File: config.mk
export PLATFORM = sky130hd
export DESIGN_NAME = mem_arbiter
export DESIGN_NICKNAME = d
export VERILOG_FILES = /design/src/rtl/mem_arbiter_pkg.sv /design/src/rtl/mem_arbiter_sat_counter.sv /design/src/rtl/mem_arbiter.sv
export SDC_FILE = /design/constraint.sdc
export NUM_CORES = 1
export LEC_CHECK = 0
export CAP_MARGIN = 20
export CORE_AREA = 2 2 287 289
export CTS_CLUSTER_DIAMETER = 30
export DETAILED_ROUTE_END_ITERATION = 8
export DIE_AREA = 0 0 289 291
export PLACE_DENSITY = 0.41
export REMOVE_ABC_BUFFERS = 1
export SETUP_SLACK_MARGIN = 0.1
export SYNTH_ARGS = -nofsm -noshare
export SYNTH_HDL_FRONTEND = slang
export SYNTH_SLANG_ARGS = --single-unit
File: constraint.sdc
create_clock -name clk -period 1.64 [get_ports clk]
set_input_delay 0.164 -clock clk [delete_from_list [all_inputs] [get_ports clk]]
set_output_delay 0.164 -clock clk [all_outputs]
set_load 0.005 [all_outputs]
File: src/rtl/mem_arbiter_pkg.sv
// mem_arbiter_pkg: shared state encoding, grant IDs and default widths for mem_arbiter
package mem_arbiter_pkg;
    localparam int DEF_ADDR_W = 28;
    localparam int DEF_DATA_W = 128;
    typedef enum logic [1:0] {IDLE = 2'd0, BUSY_I = 2'd1, BUSY_D = 2'd2} state_t;
    localparam logic GNT_I = 1'b0;
    localparam logic GNT_D = 1'b1;
endpackage

File: src/rtl/mem_arbiter_sat_counter.sv
// sat_counter: 32-bit enable counter that sticks at all-ones until reset
module sat_counter (
    input  logic        clk,
    input  logic        rst,
    input  logic        en,
    output logic [31:0] cnt
);
    // count enabled cycles, holding at the ceiling
    always_ff @(posedge clk)
        if (rst) cnt <= '0;
        else if (en && cnt != '1) cnt <= cnt + 32'd1;
endmodule

File: src/rtl/mem_arbiter.sv
// mem_arbiter: round-robin sharing of one memory port between I-cache and D-cache refill/write-back
// Optional MEM_ARBITER_PERF_CNT_EN adds saturating per-requester wait-cycle counters.
module mem_arbiter
    import mem_arbiter_pkg::*;
#(
    parameter int ADDR_W = DEF_ADDR_W,
    parameter int DATA_W = DEF_DATA_W
) (
    input  logic              clk,
    input  logic              rst,
    input  logic              i_read,
    input  logic [ADDR_W-1:0] i_addr,
    output logic [DATA_W-1:0] i_rdata,
    output logic              i_ready,
    input  logic              d_read,
    input  logic              d_write,
    input  logic [ADDR_W-1:0] d_addr,
    input  logic [DATA_W-1:0] d_wdata,
    output logic [DATA_W-1:0] d_rdata,
    output logic              d_ready,
    output logic              mem_read,
    output logic              mem_write,
    output logic [ADDR_W-1:0] mem_addr,
    output logic [DATA_W-1:0] mem_wdata,
    input  logic [DATA_W-1:0] mem_rdata,
    input  logic              mem_ready
`ifdef MEM_ARBITER_PERF_CNT_EN
    ,
    output logic [31:0]       i_wait_cnt,
    output logic [31:0]       d_wait_cnt
`endif
);
    state_t state;
    logic   last_grant;
    logic   d_req;
    logic   pick_d;

    assign d_req   = d_read | d_write;
    assign pick_d  = d_req & (~i_read | (last_grant == GNT_I));
    assign i_rdata = mem_rdata;
    assign d_rdata = mem_rdata;
    assign i_ready = (state == BUSY_I) & mem_ready;
    assign d_ready = (state == BUSY_D) & mem_ready;

    // arbitrate in IDLE, then hold the registered memory request until memory completes
    always_ff @(posedge clk) begin
        if (rst) begin
            state      <= IDLE;
            last_grant <= GNT_I;
            mem_read   <= 1'b0;
            mem_write  <= 1'b0;
            mem_addr   <= '0;
            mem_wdata  <= '0;
        end else if (state == IDLE) begin
            if (i_read | d_req) begin
                state      <= pick_d ? BUSY_D : BUSY_I;
                last_grant <= pick_d ? GNT_D : GNT_I;
                mem_addr   <= pick_d ? d_addr : i_addr;
                mem_wdata  <= pick_d ? d_wdata : mem_wdata;
                mem_write  <= pick_d & d_write;
                mem_read   <= ~(pick_d & d_write);
            end
        end else if (mem_ready) begin
            state     <= IDLE;
            mem_read  <= 1'b0;
            mem_write <= 1'b0;
        end
    end

`ifdef MEM_ARBITER_PERF_CNT_EN
    sat_counter u_i_wait (
        .clk (clk),
        .rst (rst),
        .en  (i_read & (((state == IDLE) & pick_d) | (state == BUSY_D))),
        .cnt (i_wait_cnt)
    );
    sat_counter u_d_wait (
        .clk (clk),
        .rst (rst),
        .en  (d_req & (((state == IDLE) & ~pick_d) | (state == BUSY_I))),
        .cnt (d_wait_cnt)
    );
`endif

`ifndef SYNTHESIS
    a_no_rw_both: assert property (@(posedge clk) disable iff (rst) !(d_read && d_write));
    a_no_idle_ready: assert property (@(posedge clk) disable iff (rst) !(state == IDLE && mem_ready));
`endif
endmodule

; Word level (Yosys, flattened, before mapping)
; Index checks and enable logic that the tools add are counted.
[word_totals]
regBits = 161
inputBits = 318
[classes]
n_reduce_logical = 5
mux = 11
bitwise_logic = 10
n_eq_ne = 3
[op_table]
columns = cell, n
row1 = 2-to-1 mux 28 bit, 1
row2 = 2-to-1 mux 2 bit, 4
row3 = 2-to-1 mux 1 bit, 6
row4 = AND 1 bit, 4
row5 = AND reduction 2 bit, 2
row6 = inverter 1 bit, 3
row7 = bitwise OR 1 bit, 3
row8 = AND reduction 3 bit, 1
row9 = "== test 2 x 1 -> 1 bit, second input constant", 1
row10 = "== test 2 bit, second input constant", 1
row11 = logical NOT 2 bit, 1
row12 = "!= test 2 x 1 -> 1 bit, second input constant", 1
row13 = nonzero test 2 bit, 1

; Longest topological paths before layout
[depth]
word_depth = 7
mapped_depth = 5

; Least setup slack after synthesis
; No wires, ideal clock.
[synth_timing]
kind = register to register
from = register state[1]
to = register mem_addr[0]
arrival_ns = 1.172
slack_ns = 0.324
period_less_slack_ns = 1.316
stages_incl_launch_ff = 6
required_ns = 1.496
cell_sequence = dfxtp_1 or2_1 nor2_1 buf_2 buf_6 a311oi_2
[synth_between]
elab_chain_len = 2
[synth_rtl]
columns = item, line
row1 = "start, declared", mem_arbiter.sv:33  ; state_t state;
row2 = "start signal, assigned", mem_arbiter.sv:56  ; state <= pick_d ? BUSY_D : BUSY_I;
row3 = logical NOT 2 bit, mem_arbiter.sv:54  ; end else if (state == IDLE) begin
row4 = AND reduction 2 bit (no source line), n/a
row5 = "end signal, assigned", mem_arbiter.sv:58  ; mem_addr <= pick_d ? d_addr : i_addr;
row6 = "end, declared", mem_arbiter.sv:23  ; output logic [ADDR_W-1:0] mem_addr,
; No other way between the ends.
; A chain may end at the register's enable or synchronous reset.

; Final worst setup path
[layout_timing]
from = register state[0]
to = register mem_wdata[77]
[layout_between]
elab_chain_len = 2
[layout_rtl]
columns = item, line
row1 = logical NOT 2 bit, mem_arbiter.sv:54
row2 = AND reduction 3 bit (no source line), n/a
row3 = "end signal, assigned", mem_arbiter.sv:59  ; mem_wdata <= pick_d ? d_wdata : mem_wdata;
row4 = "end, declared", mem_arbiter.sv:24  ; output logic [DATA_W-1:0] mem_wdata,
; No other way between the ends.

==> impl_metrics.env <==
export IMPL_dieArea_sq_mm=0.08410
export IMPL_synth_cell_types=26
export IMPL_drive_gt1_share_pct=13.98
export IMPL_die_x_um=289
export IMPL_avgRoutedWirePerCell_um=38.99
export IMPL_synth_area_top_cells="dfxtp_1 (39%), buf_4 (24%), a21oi_1 (9.6%)"
export IMPL_vias=8552
export IMPL_p_leak_nw=4.713
export IMPL_met2_usage_pct=28.31
export IMPL_crit_start="state[0]$_SDFFE_PP0P_"
export IMPL_hpwl_mm=69.83
export IMPL_finalWeightedCongestion=0.8626
export IMPL_io_pins=734
export IMPL_fin_worst_skew_ns=0.01412
export IMPL_yosysTopAreaCell="dfxtp_1"
export IMPL_status="complete, no violations"
export IMPL_grt_busiest_layer="met2"
export IMPL_core_sq_mm=0.08119
export IMPL_cts_buffers=17
export IMPL_fin_cells=2186
export IMPL_synth_edf_count=0
export IMPL_dr_pass1_iters=4
export IMPL_critPathKind="reg2reg"
export IMPL_synth_area_mux_share_pct=0
export IMPL_synth_top_family_by_area="buffers and inverters"
export IMPL_place_ws_ns=-0.2708
export IMPL_grt_pass1_wl_mm=102.2
export IMPL_synth_seq_area_share_pct=38.56
export IMPL_maxCapViolCount=0
export IMPL_antenna_found_initial=6
export IMPL_power_density_mw_per_mm2=1030
export IMPL_finalNetCount=1421
export IMPL_reg2reg_slack_ns=0.09
export IMPL_ys_ff_latch=161
export IMPL_grt_usage_pct=19.49
export IMPL_grt_max_degree=72
export IMPL_synthSimpleGateAreaFrac_pct=10.96
export IMPL_multi_input_area_sq_mm=0.002890
export IMPL_worstRegToRegCells=7
export IMPL_grt_use_met3_pct=22.86
export IMPL_drtIter0Drc=502
export IMPL_rows=105
export IMPL_final_setup_tns_ns=0
export IMPL_synth_area_per_cell_sq_um=8.122
export IMPL_worstMarginPinSlew_ns=0.5423
export IMPL_cts_hold_buf=0
export IMPL_crit_fanout=4
export IMPL_clk_pin_slew_ns=0.09
export IMPL_yosysWarningCount=0
export IMPL_synth_area_sq_mm=0.008358
export IMPL_postRouteAntennaNets=0
export IMPL_area_delta_synth_final_pct=46.00
export IMPL_synth_xor_area_share_pct=0
export IMPL_grt_use_met1_pct=16.35
export IMPL_r2r_end="mem_wdata[77]$_SDFFE_PP0P_"
export IMPL_io_buffers=349
export IMPL_cts_tree="built"
export IMPL_cts_sinks=161
export IMPL_slew_violations=0
export IMPL_grt_setup_unrepaired="yes"
export IMPL_r2r_start="state[0]$_SDFFE_PP0P_"
export IMPL_crit_path_end_kind="flip-flop"
export IMPL_final_cell_mix="clkdlybuf4s50_1 (205), a21oi_1 (155), dlygate4sd2_1 (134), dfxtp_1 (131), nand3_1 (126)"
export IMPL_fin_crit_sh_pct=94.77
export IMPL_peakVddDrop_uv=712.0
export IMPL_synthCells=1029
export IMPL_overflow=0
export IMPL_min_period_ns=1.554
export IMPL_worst_slack_ns=0.08580
export IMPL_max_freq_mhz=643.4
export IMPL_start_kind="flip-flop"
export IMPL_drc=0
export IMPL_required_ns=2.07
export IMPL_power_mw=12.57
export IMPL_clk_latency_ns=0.49
export IMPL_min_path_cells=2
export IMPL_start_util_pct=10.29
export IMPL_arrival_ns=1.98
export IMPL_ctsRootBufferMaster="clkbuf_16"
export IMPL_avgViaCountPerCell=3.912
export IMPL_die_h_um=291
export IMPL_synth_ff_type="dfxtp_1"
export IMPL_seqCellArea_sq_mm=0.003263
export IMPL_hold_start="rst"
export IMPL_whs_endpoint="state[0]$_SDFFE_PP0P_"
export IMPL_slew_headroom_pct=63.85
export IMPL_layout_commonest_cell="clkdlybuf4s50_1"
export IMPL_placed_cells=2143
export IMPL_synth_top_area_share_pct=38.56
export IMPL_cts_buffer_depth=2
export IMPL_wirelength_mm=85.23
export IMPL_grt_pass1_vias=8041
export IMPL_yosys_area_share_adder_pct=0
export IMPL_htreeDepth=4
export IMPL_n_antenna_cell=0
export IMPL_synth_compound_area_share_pct=22.04
export IMPL_hold_viol=0
export IMPL_hold_class="in2reg"
export IMPL_final_setup_viol_count=0
export IMPL_synth_async_reset_ratio_pct=0
export IMPL_n_fill_cell=9285
## cell usage after synthesis (2+ instances only)
cell type	n
a21oi_1	160
a311oi_1	18
a311oi_2	10
buf_1	2
buf_2	46
buf_4	269
buf_6	2
clkbuf_1	25
dfxtp_1	161
nand2_1	60
nand3_1	128
nor2_1	5
o21ai_0	2
o21ai_1	128
or2_1	2
## worst max-delay path: stages (launching register included)
cell,delay [ns]
dfxtp_4,0.37
buf_4,0.15
a211oi_4,0.25
buf_6,0.16
clkbuf_16,0.15
buf_12,0.10
nand3_1,0.14
a21oi_1,0.16
## report_power, final
group / switching, mW / internal, mW / leakage (nW)
clock: 2.22 / 2.07 / 0.295
combinational: 1.88 / 1.77 / 3.08
sequential: 0.247 / 4.38 / 1.34
total: 4.35 / 8.22 / 4.71
## cell families (layout without fill, tap and decap cells)
family / Yosys count / after routing
buffers and inverters: 345 / 432
AOI/OAI and AO/OA: 325 / 325
DFF: 161 / 161
and+or+nand+nor: 198 / 198
## routing by layer
| layer | up-vias | wire [um] |
|---|---|---|
| met3 | 107 | 20990 |
| met4 | 32 | 1645 |
| li1 | 3457 | - |
| met5 | - | 1421 |
| met1 | 3929 | 25770 |
| met2 | 1027 | 35390 |
## area by class of cell
| type | count | area share, % |
|---|---|---|
| clock inverters | 15 | 1.507 |
| flip-flops and latches | 161 | 26.74 |
| multi-input cells | 523 | 23.68 |
| inverters | 1 | 0.03076 |
| repair buffers | 399 | 33.58 |
| well taps | 1070 | 10.97 |
| clock buffers | 17 | 3.486 |
## flip-flops by register name (all words and copies together), names as in the netlist
name,cells
last_grant,1
mem_wdata,128
mem_write,1
state,2
mem_read,1
mem_addr,28
## per-stage QoR
| stage | hold slack (ns) | instance area [sq um] | utilization, % |
|---|---|---|---|
| final | 0.1103 | 12200 | 15.03 |
| after floorplan | 0.2319 | 5984 | - |
| after global placement | 0.3295 | 11420 | 14.07 |
| after CTS | 0.05936 | 11970 | 14.74 |
| after global routing | 0.1142 | 12200 | 15.03 |
| after detailed placement | 0.3295 | 11420 | 14.07 |
## worst max-delay path by stage
| stage | depth (start not counted) | to |
|---|---|---|
| final | 7 | mem_wdata[77]$_SDFFE_PP0P_ |
| after global routing | 6 | mem_wdata[109]$_SDFFE_PP0P_ |
| after CTS | 1 | mem_addr[7] |
| after detailed placement | 5 | d_ready |
| after global placement | 5 | d_ready |
| after floorplan | 3 | mem_read$_SDFFE_PP0P_ |
## timing repair
item                       in CTS  in global routing
pin swaps                       2                  2
gates cloned                    0                  4
resized for setup             177                 31
setup endpoints to repair     153                 51
buffers inserted                3                  4
No activity file was read; power rests on OpenSTA's default activity.
